--- src/rtl/base_acredit_snk.sv ---
// base_acredit_snk
//   Receiving end of a credit-based link. The source holds `credits` credits
//   and launches a beat only while it holds one. Because of that, this side
//   never pushes back: every beat goes into a FIFO of depth `credits`. For
//   each beat dequeued downstream, one credit pulse goes back to the source.
//
// Parameters
//   width       data bits per beat
//   credits     FIFO depth; must match the paired source (1..256)
//   log_credits occupancy counter width (derived)
//
// Ports
//   clk        clock, rising edge
//   reset      asynchronous active-low reset
//   i_v, i_d   beat from the link (no ready path)
//   i_r        link-up indication to the source (0 in reset)
//   i_c        credit return pulse, one cycle per dequeued beat
//   o_v, o_d   downstream valid / head-of-FIFO data
//   o_r        downstream ready
//   o_overflow sticky flag: a beat arrived while the FIFO was full
module base_acredit_snk #(
  parameter int width       = 8,
  parameter int credits     = 4,
  parameter int log_credits = $clog2(credits + 1)
) (
  input  logic             clk,
  input  logic             reset,
  input  logic             i_v,
  input  logic [width-1:0] i_d,
  output logic             i_r,
  output logic             i_c,
  output logic             o_v,
  input  logic             o_r,
  output logic [width-1:0] o_d,
  output logic             o_overflow
);

  localparam int PTR_W = (credits > 1) ? $clog2(credits) : 1;
  localparam logic [PTR_W-1:0]       PTR_LAST = PTR_W'(credits - 1);
  localparam logic [log_credits-1:0] OCC_FULL = log_credits'(credits);

  // Pointer advance with an explicit wrap so non-power-of-two depths work.
  function automatic logic [PTR_W-1:0] ptr_inc(input logic [PTR_W-1:0] p);
    if (p == PTR_LAST) ptr_inc = '0;
    else               ptr_inc = p + PTR_W'(1);
  endfunction

  logic [width-1:0]       mem_q [credits];
  logic [PTR_W-1:0]       wr_ptr_q, wr_ptr_d;
  logic [PTR_W-1:0]       rd_ptr_q, rd_ptr_d;
  logic [log_credits-1:0] occ_q, occ_d;
  logic                   link_q;
  logic                   crd_q;
  logic                   ovf_q, ovf_d;

  logic full, enq, deq, drop;

  // Fullness is judged on the registered occupancy, i.e. before this
  // cycle's dequeue: a beat arriving into a full FIFO is dropped even if a
  // slot frees up on the same edge.
  assign full = (occ_q == OCC_FULL);
  assign enq  = i_v & ~full;
  assign drop = i_v & full;
  assign o_v  = (occ_q != '0);
  assign deq  = o_v & o_r;

  always_comb begin
    wr_ptr_d = wr_ptr_q;
    rd_ptr_d = rd_ptr_q;
    occ_d    = occ_q;
    ovf_d    = ovf_q | drop;
    if (enq) wr_ptr_d = ptr_inc(wr_ptr_q);
    if (deq) rd_ptr_d = ptr_inc(rd_ptr_q);
    case ({enq, deq})
      2'b10:   occ_d = occ_q + log_credits'(1);
      2'b01:   occ_d = occ_q - log_credits'(1);
      default: occ_d = occ_q;
    endcase
  end

  // ---- stage 0: control state and credit return flop ----
  always_ff @(posedge clk or negedge reset) begin
    if (!reset) begin
      wr_ptr_q <= '0;
      rd_ptr_q <= '0;
      occ_q    <= '0;
      link_q   <= 1'b0;
      crd_q    <= 1'b0;
      ovf_q    <= 1'b0;
    end else begin
      wr_ptr_q <= wr_ptr_d;
      rd_ptr_q <= rd_ptr_d;
      occ_q    <= occ_d;
      link_q   <= 1'b1;
      crd_q    <= deq;
      ovf_q    <= ovf_d;
    end
  end

  // ---- stage 0: storage (data only, not reset) ----
  always_ff @(posedge clk) begin
    if (enq) mem_q[wr_ptr_q] <= i_d;
  end

  // Head data comes straight from the storage flops, so there is no
  // combinational path from i_d and it holds steady while stalled.
  assign o_d        = mem_q[rd_ptr_q];
  assign i_r        = link_q;
  assign i_c        = crd_q;
  assign o_overflow = ovf_q;

endmodule

--- config.mk ---
export PLATFORM = sky130hd
export DESIGN_NAME = base_acredit_snk
export DESIGN_NICKNAME = d
export VERILOG_FILES = /design/src/rtl/base_acredit_snk.sv
export SDC_FILE = /design/constraint.sdc
export NUM_CORES = 1
export LEC_CHECK = 0
export CORE_UTILIZATION = 45
export CTS_CLUSTER_SIZE = 20
export DETAILED_ROUTE_END_ITERATION = 16
export PLACE_DENSITY = 0.71
export SLEW_MARGIN = 25
export SYNTH_ARGS = -nofsm -noshare
export SYNTH_HDL_FRONTEND = slang
export SYNTH_SLANG_ARGS = --single-unit
--- constraint.sdc ---
create_clock -name clk -period 1.9 [get_ports clk]
set_clock_uncertainty 0.2 [all_clocks]
set_input_delay 0.19 -clock clk [delete_from_list [all_inputs] [get_ports clk]]
set_output_delay 0.19 -clock clk [all_outputs]
set_load 0.02 [all_outputs]
## Word-level counts from Yosys, hierarchy flattened

Memories as Yosys holds them, arrays and structs flattened.
Index checks and enable logic that the tools add are counted.
Widths: inputs -> output; s select.

- Add/sub/neg operators: 4
- Equal/unequal tests: 5
- Mux-type cells: 5
- Bitwise operators: 5
- Reductions and logical operators: 2

Operators with widths:

| kind | number |
|---|---|
| $eq 2x2->1 const B | 3 |
| $pmux 3 s2 | 1 |
| $add 2x1->2 const B | 2 |
| $mux 2 | 2 |
| $add 3x1->3 const B | 1 |
| $and 1x1->1 | 3 |
| $eq 3x3->1 const B | 1 |
| $reduce_bool 3->1 | 1 |
| $sub 3x1->3 const B | 1 |
| $eq 2x1->1 const B | 1 |
| $mux 1 | 2 |
| $reduce_bool 2->1 | 1 |
| $not 1->1 | 1 |
| $or 1x1->1 | 1 |

- Register bits after elaboration: 10
- RAM bits: 32
- Input bits: 12
- Logic and storage cells: 28
- Memories: 1

Memory list:

| memory | words | bits a word | rd ports | clocked after Yosys merged registers in | wr ports | line | source |
|---|---|---|---|---|---|---|---|
| mem_q | 4 | 8 | 1 | 0 | 1 | 48 | `logic [width-1:0] mem_q [credits];` |

## Logic depth before layout (Yosys ltp)

Gate-level depths: netlist of run 1.

- Word-level depth: 5
- Depth in mapped cells: 9
- Depth with buffers taken out: 9

## Least setup slack after synthesis of run 1

Ideal clock, no wire load.

- Path type: register to register
- Start: register occ_q[0]
- End: register occ_q[2]
- Library setup time: 0.125 ns
- Arrival time: 1.729 ns
- Data required time: 1.575 ns
- Setup slack: -0.154 ns
- Stages on the path, launching flop included: 10
- Buffers on the path: 0
- Cell sequence: dfrtp_1 or3_4 nand2_4 inv_1 ha_1 inv_1 fa_1 xor2_1 nor2_1 xor2_1

- Elaborated cells between the ends (all ways): 11

RTL lines:

| element | line | source |
|---|---|---|
| start, declared | 51 | `logic [log_credits-1:0] occ_q, occ_d;` |
| start signal, assigned | 86 | `occ_q <= '0;` |
| start signal, assigned | 93 | `occ_q <= occ_d;` |
| $reduce_bool 3->1 * | 64 | `assign o_v = (occ_q != '0);` |
| named net o_v | 32 | `output logic o_v,` |
| $and 1x1->1 * | 65 | `assign deq = o_v & o_r;` |
| named net deq | 56 | `logic full, enq, deq, drop;` |
| $eq 2x1->1 / $eq 2x2->1 (equally long branches) | 74 | `case ({enq, deq})` |
| $pmux 3 s2 / $reduce_bool 2->1 (equally long branches) | n/a |  |

The timed path passes the listed nets; every way through them passes the cells marked *.
A chain may end at the register's enable or synchronous reset.

## Worst setup path in the final report of run 1

- Start: register occ_q[1]
- End: register occ_q[2]

- Elaborated cells between the ends (all ways): 11

RTL lines:

| element | line |
|---|---|
| $reduce_bool 3->1 * | 64 |
| $and 1x1->1 * | 65 |
| named net deq | 56 |
| $eq 2x1->1 / $eq 2x2->1 (equally long branches) | 74 |
| $pmux 3 s2 / $reduce_bool 2->1 (equally long branches) | n/a |

Marks and branches as above.

==> results of run 1 <==
[Yosys cell counts]
cell      number
or3_4          1
nor2_1         4
inv_1          7
edfxtp_1      32
buf_2          1
mux4_2         8
mux2_4         2
and2_1         4
mux2i_1        1
xnor2_1        1
clkbuf_1       1
dfrtp_1       10
ha_1           6
a21boi_2       1
fa_1           1
nand2_4        1
mux2_2         2
a31o_2         1
xor2_1         2
conb_1         1
[final timing paths]
path,start,endpoint,slack [ps],cells after the start
worst min-delay path,reset,occ_q[0]$_DFFE_PN0P_,10,1
worst max-delay path,occ_q[1]$_DFFE_PN0P_,occ_q[2]$_DFFE_PN0P_,-100,9
worst max register to register,occ_q[1]$_DFFE_PN0P_,occ_q[2]$_DFFE_PN0P_,-100,9
min in group clk,o_overflow$_DFF_PN0_,o_overflow$_DFF_PN0_,280,1
max in group asynchronous,reset,rd_ptr_q[0]$_DFFE_PN0P_,1180,1
worst min register to register,o_overflow$_DFF_PN0_,o_overflow$_DFF_PN0_,280,1
[layout make-up]
cell class / count / area, um^2 / area share, %
well taps: 46 / 57.6 / 2.55
inverters: 7 / 28.8 / 1.28
flip-flops and latches: 42 / 1210 / 53.7
clock inverters: 3 / 68.8 / 3.05
clock buffers: 5 / 68.8 / 3.05
multi-input cells: 36 / 468 / 20.8
repair buffers: 38 / 352 / 15.6
[registers in the layout, summed over array words and instances (netlist names)]
name        cells
mem_q          32
occ_q           3
rd_ptr_q        2
wr_ptr_q        2
i_c             1
i_r             1
o_overflow      1
[routing by layer]
| metal | GRT usage, % | share of wire, % | up-vias |
|---|---|---|---|
| met5 | 0 | 0 | - |
| met4 | 9.38 | 1.8 | 0 |
| met3 | 4.89 | 3.9 | 5 |
| met2 | 27.4 | 54 | 17 |
| met1 | 19.6 | 40 | 441 |
| li1 | - | - | 406 |
[per-stage QoR]
stage	setup WS (ps)	area [um^2]	hold WS [ps]	util (%)	power, mW
2_1_floorplan	-87.7	1710	-306	-	2.22
3_3_place_gp	-128	2130	256	61.4	2.83
3_5_place_dp	-230	2130	263	61.4	2.90
4_1_cts	-122	2250	10.8	64.8	3.65
5_1_grt	-194	2250	38.6	65.0	3.85
6_report	-105	2250	9.93	65.0	3.64
[power groups by stage]
stage	combinational (mW)	clock, mW	sequential [mW]
after detailed placement	1.50	0	1.40
after global routing	1.56	0.883	1.40
after floorplan	0.858	0	1.36
after global placement	1.45	0	1.38
final	1.43	0.830	1.38
after CTS	1.43	0.843	1.38
[cell families (layout without fill, tap and decap cells)]
group	Yosys count	count (layout)	synth area share (%)
compound gates	2	2	1.18
flops	42	42	71.4
fa+ha+maj	7	7	5.60
simple gates	10	10	3.69
buf+inv	9	53	2.06
xor+xnor	3	3	1.55
other cells	1	1	0.221
mux	13	13	14.3
[timing repair]
item                                    4_1_cts  5_1_grt
gates resized for setup                      33        5
setup buffers                                 2        0
endpoints found under the setup margin       11       10
hold buffers                                  0        0
pin swaps                                     3        1
==> flow_metrics.tcl, run 1 <==
set metrics [dict create \
    areaGrowthSynthToFinish_pct 32.9 \
    leakagePower_nw 0.872 \
    violations "setup timing" \
    most-common-layout-cells "edfxtp_1, clkdlybuf4s50_1, buf_4" \
    final_common_cell "edfxtp_1" \
    clkSinkCount 42 \
    worstSetupPathType "reg2reg" \
    finalSetupViolCount 2 \
    grt_pass1_wl_mm 4.65 \
    die_area_mm2 0.00402 \
    timing.final.ws_setup_ps -105 \
    rows 21 \
    final_nets 149 \
    final_cells 177 \
    clock.fmax_mhz 499 \
    power_density_mw_per_mm2 1610 \
    crit_required_ps 1880 \
    clockRootBuffer "clkbuf_8" \
    avgSynthCellArea_um2 19.5 \
    status "finished, violations left" \
    yosysTopAreaCell "edfxtp_1" \
    fillCellCount 256 \
    io_pins 24 \
    fin_tns_setup_ps -147 \
    start_util_pct 48.9 \
    combPwrFrac_pct 39.3 \
    post_drt_wl_per_cell_um 15.9 \
    crit_family "simple AND/OR/NAND/NOR gates" \
    port-buffer-count 23 \
    via_per_inst 4.91 \
    grt_pass1_vias 952 \
    vias 869 \
    yosysWarningCount 0 \
    yosysSeqAreaShare_pct 71.4 \
    crit_arrival_ps 1980 \
    post-dp-hpwl_mm 2.03 \
    drv_slew 0 \
    postSynthCellCount 87 \
    fin_crit_ps 2000 \
    wl_mm 2.82 \
    clock_path_buffers 2 \
    drive_gt1_share_pct 39.7 \
    core_mm2 0.00347 \
    drc 0 \
    swShare_pct 30.3 \
    min-delay-path-class "in2async" \
    n_antenna_cell 0 \
    hold_viol_final 0 \
    drt_iter0_drc 19 \
    grt_overflow 0 \
    dpl.cell_count 167 \
    power_frac_clock_pct 22.8 \
    netlist_area_mm2 0.00170 \
    end_kind "flop" \
    synth_seq_cells 42 \
    dr.pass1.iters 4 \
    path_common_cell "xor2_1" \
    synth_area_leaders "edfxtp_1, dfrtp_1, mux4_2, ha_1, mux2_4" \
    p_switching_mw 1.10 \
    antenna_found_initial 0 \
    rsz0062_at_grt "true" \
    cts_buffers 5 \
    startpoint_type "flop" \
    crit_buf_inv 2 \
    p_int_mw 2.54 \
    synth.distinct_cells 20 \
    h-tree-depth 2 \
    cts_tree "yes" \
    gp_congestion 0.770 \
    insertion_delay_ps 290 \
    final_antenna_net_count 0 \
    grt_max_degree 15 \
    cp_cell_sequence "or3_4 -> nand2_4 -> inv_4 -> ha_4 -> inv_2 -> fa_2 -> xor2_1 -> nor2_1 -> xor2_1" \
    power_frac_seq_pct 37.8 \
    cp_max_fo 3 \
    cap_violations 0 \
    fin_crit_sh_pct 106 \
    die_h_um 63.4 \
    syn_nets 106 \
    crit_slowest_cell "dfrtp_1" \
    dieWidth_um 63.4 \
    irDropWorstVdd_v 0.000811 \
    clk_pin_slew_worst_paths_ps 80 \
    synth_top_area_share_pct 56.6 \
    grt_usage_pct 16.7 \
    cp_slowest_stage_delay_ps 410 \
]
Note: power is estimated with default switching activity, not from simulation.
==> run 2: changes to the inputs <==
- ABC_CLOCK_PERIOD_IN_PS: unset -> 1900
- MAX_ROUTING_LAYER: unset -> met4
- SKIP_CTS_REPAIR_TIMING: unset -> 1
==> run 2 against run 1 <==
  * The run still ends with setup timing left
  * Sequential power is essentially flat
  * Die area is the same
  * Power grew 0.13%
  * Sequential share of layout area is essentially flat
  * Core utilization is essentially flat
  * Maximum frequency is essentially flat
  * Via count grew 1.2%
  * Combinational power is essentially flat
  * Final area is essentially flat
  * Routed wire length grew 1.7%
  * Critical path depth is the same
  * Critical path type unchanged
  * Critical endpoint unchanged
  * Largest cell class unchanged
  * Largest power group unchanged
==> flow_metrics.tcl, run 2 (synthesized netlist as in run 1, its figures left out) <==
set metrics [dict create \
    status "finished, violations left" \
    violations "setup timing" \
    end_kind "flop" \
    vias 879 \
    rsz0062_at_grt "true" \
    crit_arrival_ps 2020 \
    min-delay-path-class "in2async" \
    final_common_cell "edfxtp_1" \
    dr.pass1.iters 4 \
    cts_tree "yes" \
    drv_slew 0 \
    grt_pass1_wl_mm 4.62 \
    die_area_mm2 0.00402 \
    n_antenna_cell 0 \
    rows 21 \
    clk_pin_slew_worst_paths_ps 80 \
    post-dp-hpwl_mm 2.03 \
    irDropWorstVdd_v 0.000812 \
    hold_viol_final 0 \
    core_mm2 0.00347 \
    fin_crit_sh_pct 106 \
    clock_path_buffers 2 \
    stdcell_area_mm2 0.00226 \
    timing.final.ws_setup_ps -105 \
    clock.fmax_mhz 499 \
    rrSetupSlack_ps -100 \
    met2_usage_pct 27.8 \
    startpoint_type "flop" \
    io_pins 24 \
    met1_usage_pct 18.9 \
    power_density_mw_per_mm2 1610 \
    dpl_cell_area_mm2 0.00213 \
    via_per_inst 4.97 \
    final_cells 177 \
    cap_violations 0 \
    drc 0 \
    fillCellCount 260 \
    grt_max_degree 15 \
    h-tree-depth 2 \
    grt_overflow 0 \
    gp_congestion 0.780 \
    dp_slack_ps -230 \
    clkSinkCount 42 \
    top_usage_layer "met2" \
    swShare_pct 30.4 \
    met3_usage_pct 4.89 \
    finalSetupViolCount 2 \
    top_regs "mem_q: 32 flops, occ_q: 3 flops" \
    areaGrowthSynthToFinish_pct 33.0 \
    die_h_um 63.4 \
    power_frac_clock_pct 22.8 \
    grt_pass1_vias 952 \
    post_drt_wl_per_cell_um 16.2 \
    cp_slowest_stage_delay_ps 410 \
    cp_cell_sequence "nor2_1 -> a21boi_2 -> inv_1 -> ha_4 -> inv_2 -> fa_2 -> xor2_1 -> nor2_1 -> xor2_1" \
    final_nets 149 \
    insertion_delay_ps 290 \
    antenna_found_initial 0 \
    cts_buffers 5 \
    fin_tns_setup_ps -138 \
    drt_iter0_drc 32 \
    fin_crit_ps 2000 \
    power_frac_seq_pct 37.7 \
    p_switching_mw 1.11 \
    dieWidth_um 63.4 \
    clockRootBuffer "clkbuf_8" \
    leakagePower_nw 0.876 \
    most-common-layout-cells "edfxtp_1, clkdlybuf4s50_1, buf_4" \
    p_int_mw 2.54 \
    largest_reg_flops 32 \
    combPwrFrac_pct 39.4 \
    drive_gt1_share_pct 38.9 \
    worstSetupPathType "reg2reg" \
    crit_required_ps 1920 \
    crit_slowest_cell "dfrtp_1" \
    post-route-util_pct 65.0 \
    grt_usage_pct 17.1 \
    final_antenna_net_count 0 \
    cp_max_fo 3 \
    dpl.cell_count 167 \
    port-buffer-count 23 \
    wl_mm 2.87 \
    regMostFlops "mem_q" \
    start_util_pct 48.9 \
]
[run 2: area by class of cell]
| class | instances | area, um^2 | share of cell area [%] |
|---|---|---|---|
| clock buffers | 5 | 68.8 | 3.05 |
| clock inverters | 3 | 68.8 | 3.05 |
| multi-input cells | 36 | 465 | 20.6 |
| flip-flops and latches | 42 | 1210 | 53.7 |
| well taps | 46 | 57.6 | 2.55 |
| repair buffers | 38 | 355 | 15.8 |
| inverters | 7 | 28.8 | 1.28 |
[run 2: critical path, delay by kind of cell (launching register included)]
kind | cells | cell delay, ps
compound gates | 1 | 90
xor+xnor | 2 | 310
fa+ha+maj | 2 | 470
buf+inv | 2 | 130
flops | 1 | 410
simple gates | 2 | 320
[run 2: metal layers]
metal | vias up | share of wire, %
li1 | 407 | -
met1 | 450 | 41
met2 | 17 | 53
met3 | 5 | 4.1
met4 | 0 | 1.8
met5 | - | 0
[run 2: path summary, 6_finish.rpt]
| kind | cells past startpoint | startpoint | endpoint |
|---|---|---|---|
| worst max-delay path | 9 | occ_q[1]$_DFFE_PN0P_ | occ_q[2]$_DFFE_PN0P_ |
| worst min-delay path | 1 | reset | occ_q[0]$_DFFE_PN0P_ |
| worst max register to register | 9 | occ_q[1]$_DFFE_PN0P_ | occ_q[2]$_DFFE_PN0P_ |
| worst min register to register | 1 | o_overflow$_DFF_PN0_ | o_overflow$_DFF_PN0_ |
| max in group asynchronous | 1 | reset | rd_ptr_q[0]$_DFFE_PN0P_ |
| min in group clk | 1 | o_overflow$_DFF_PN0_ | o_overflow$_DFF_PN0_ |
[run 2: power groups by stage]
stage | registers [mW] | clock network (mW) | logic, mW
after floorplan | 1.36 | 0 | 0.858
after global placement | 1.38 | 0 | 1.45
after detailed placement | 1.40 | 0 | 1.50
after CTS | 1.38 | 0.843 | 1.51
after global routing | 1.40 | 0.883 | 1.57
final | 1.37 | 0.832 | 1.44
[run 2: through the flow]
step                      hold WS (ps)  power [mW]
after floorplan                   -306        2.22
after global placement             256        2.83
after detailed placement           263        2.90
final                             10.0        3.64
after global routing              38.6        3.85
after CTS                         10.8        3.73
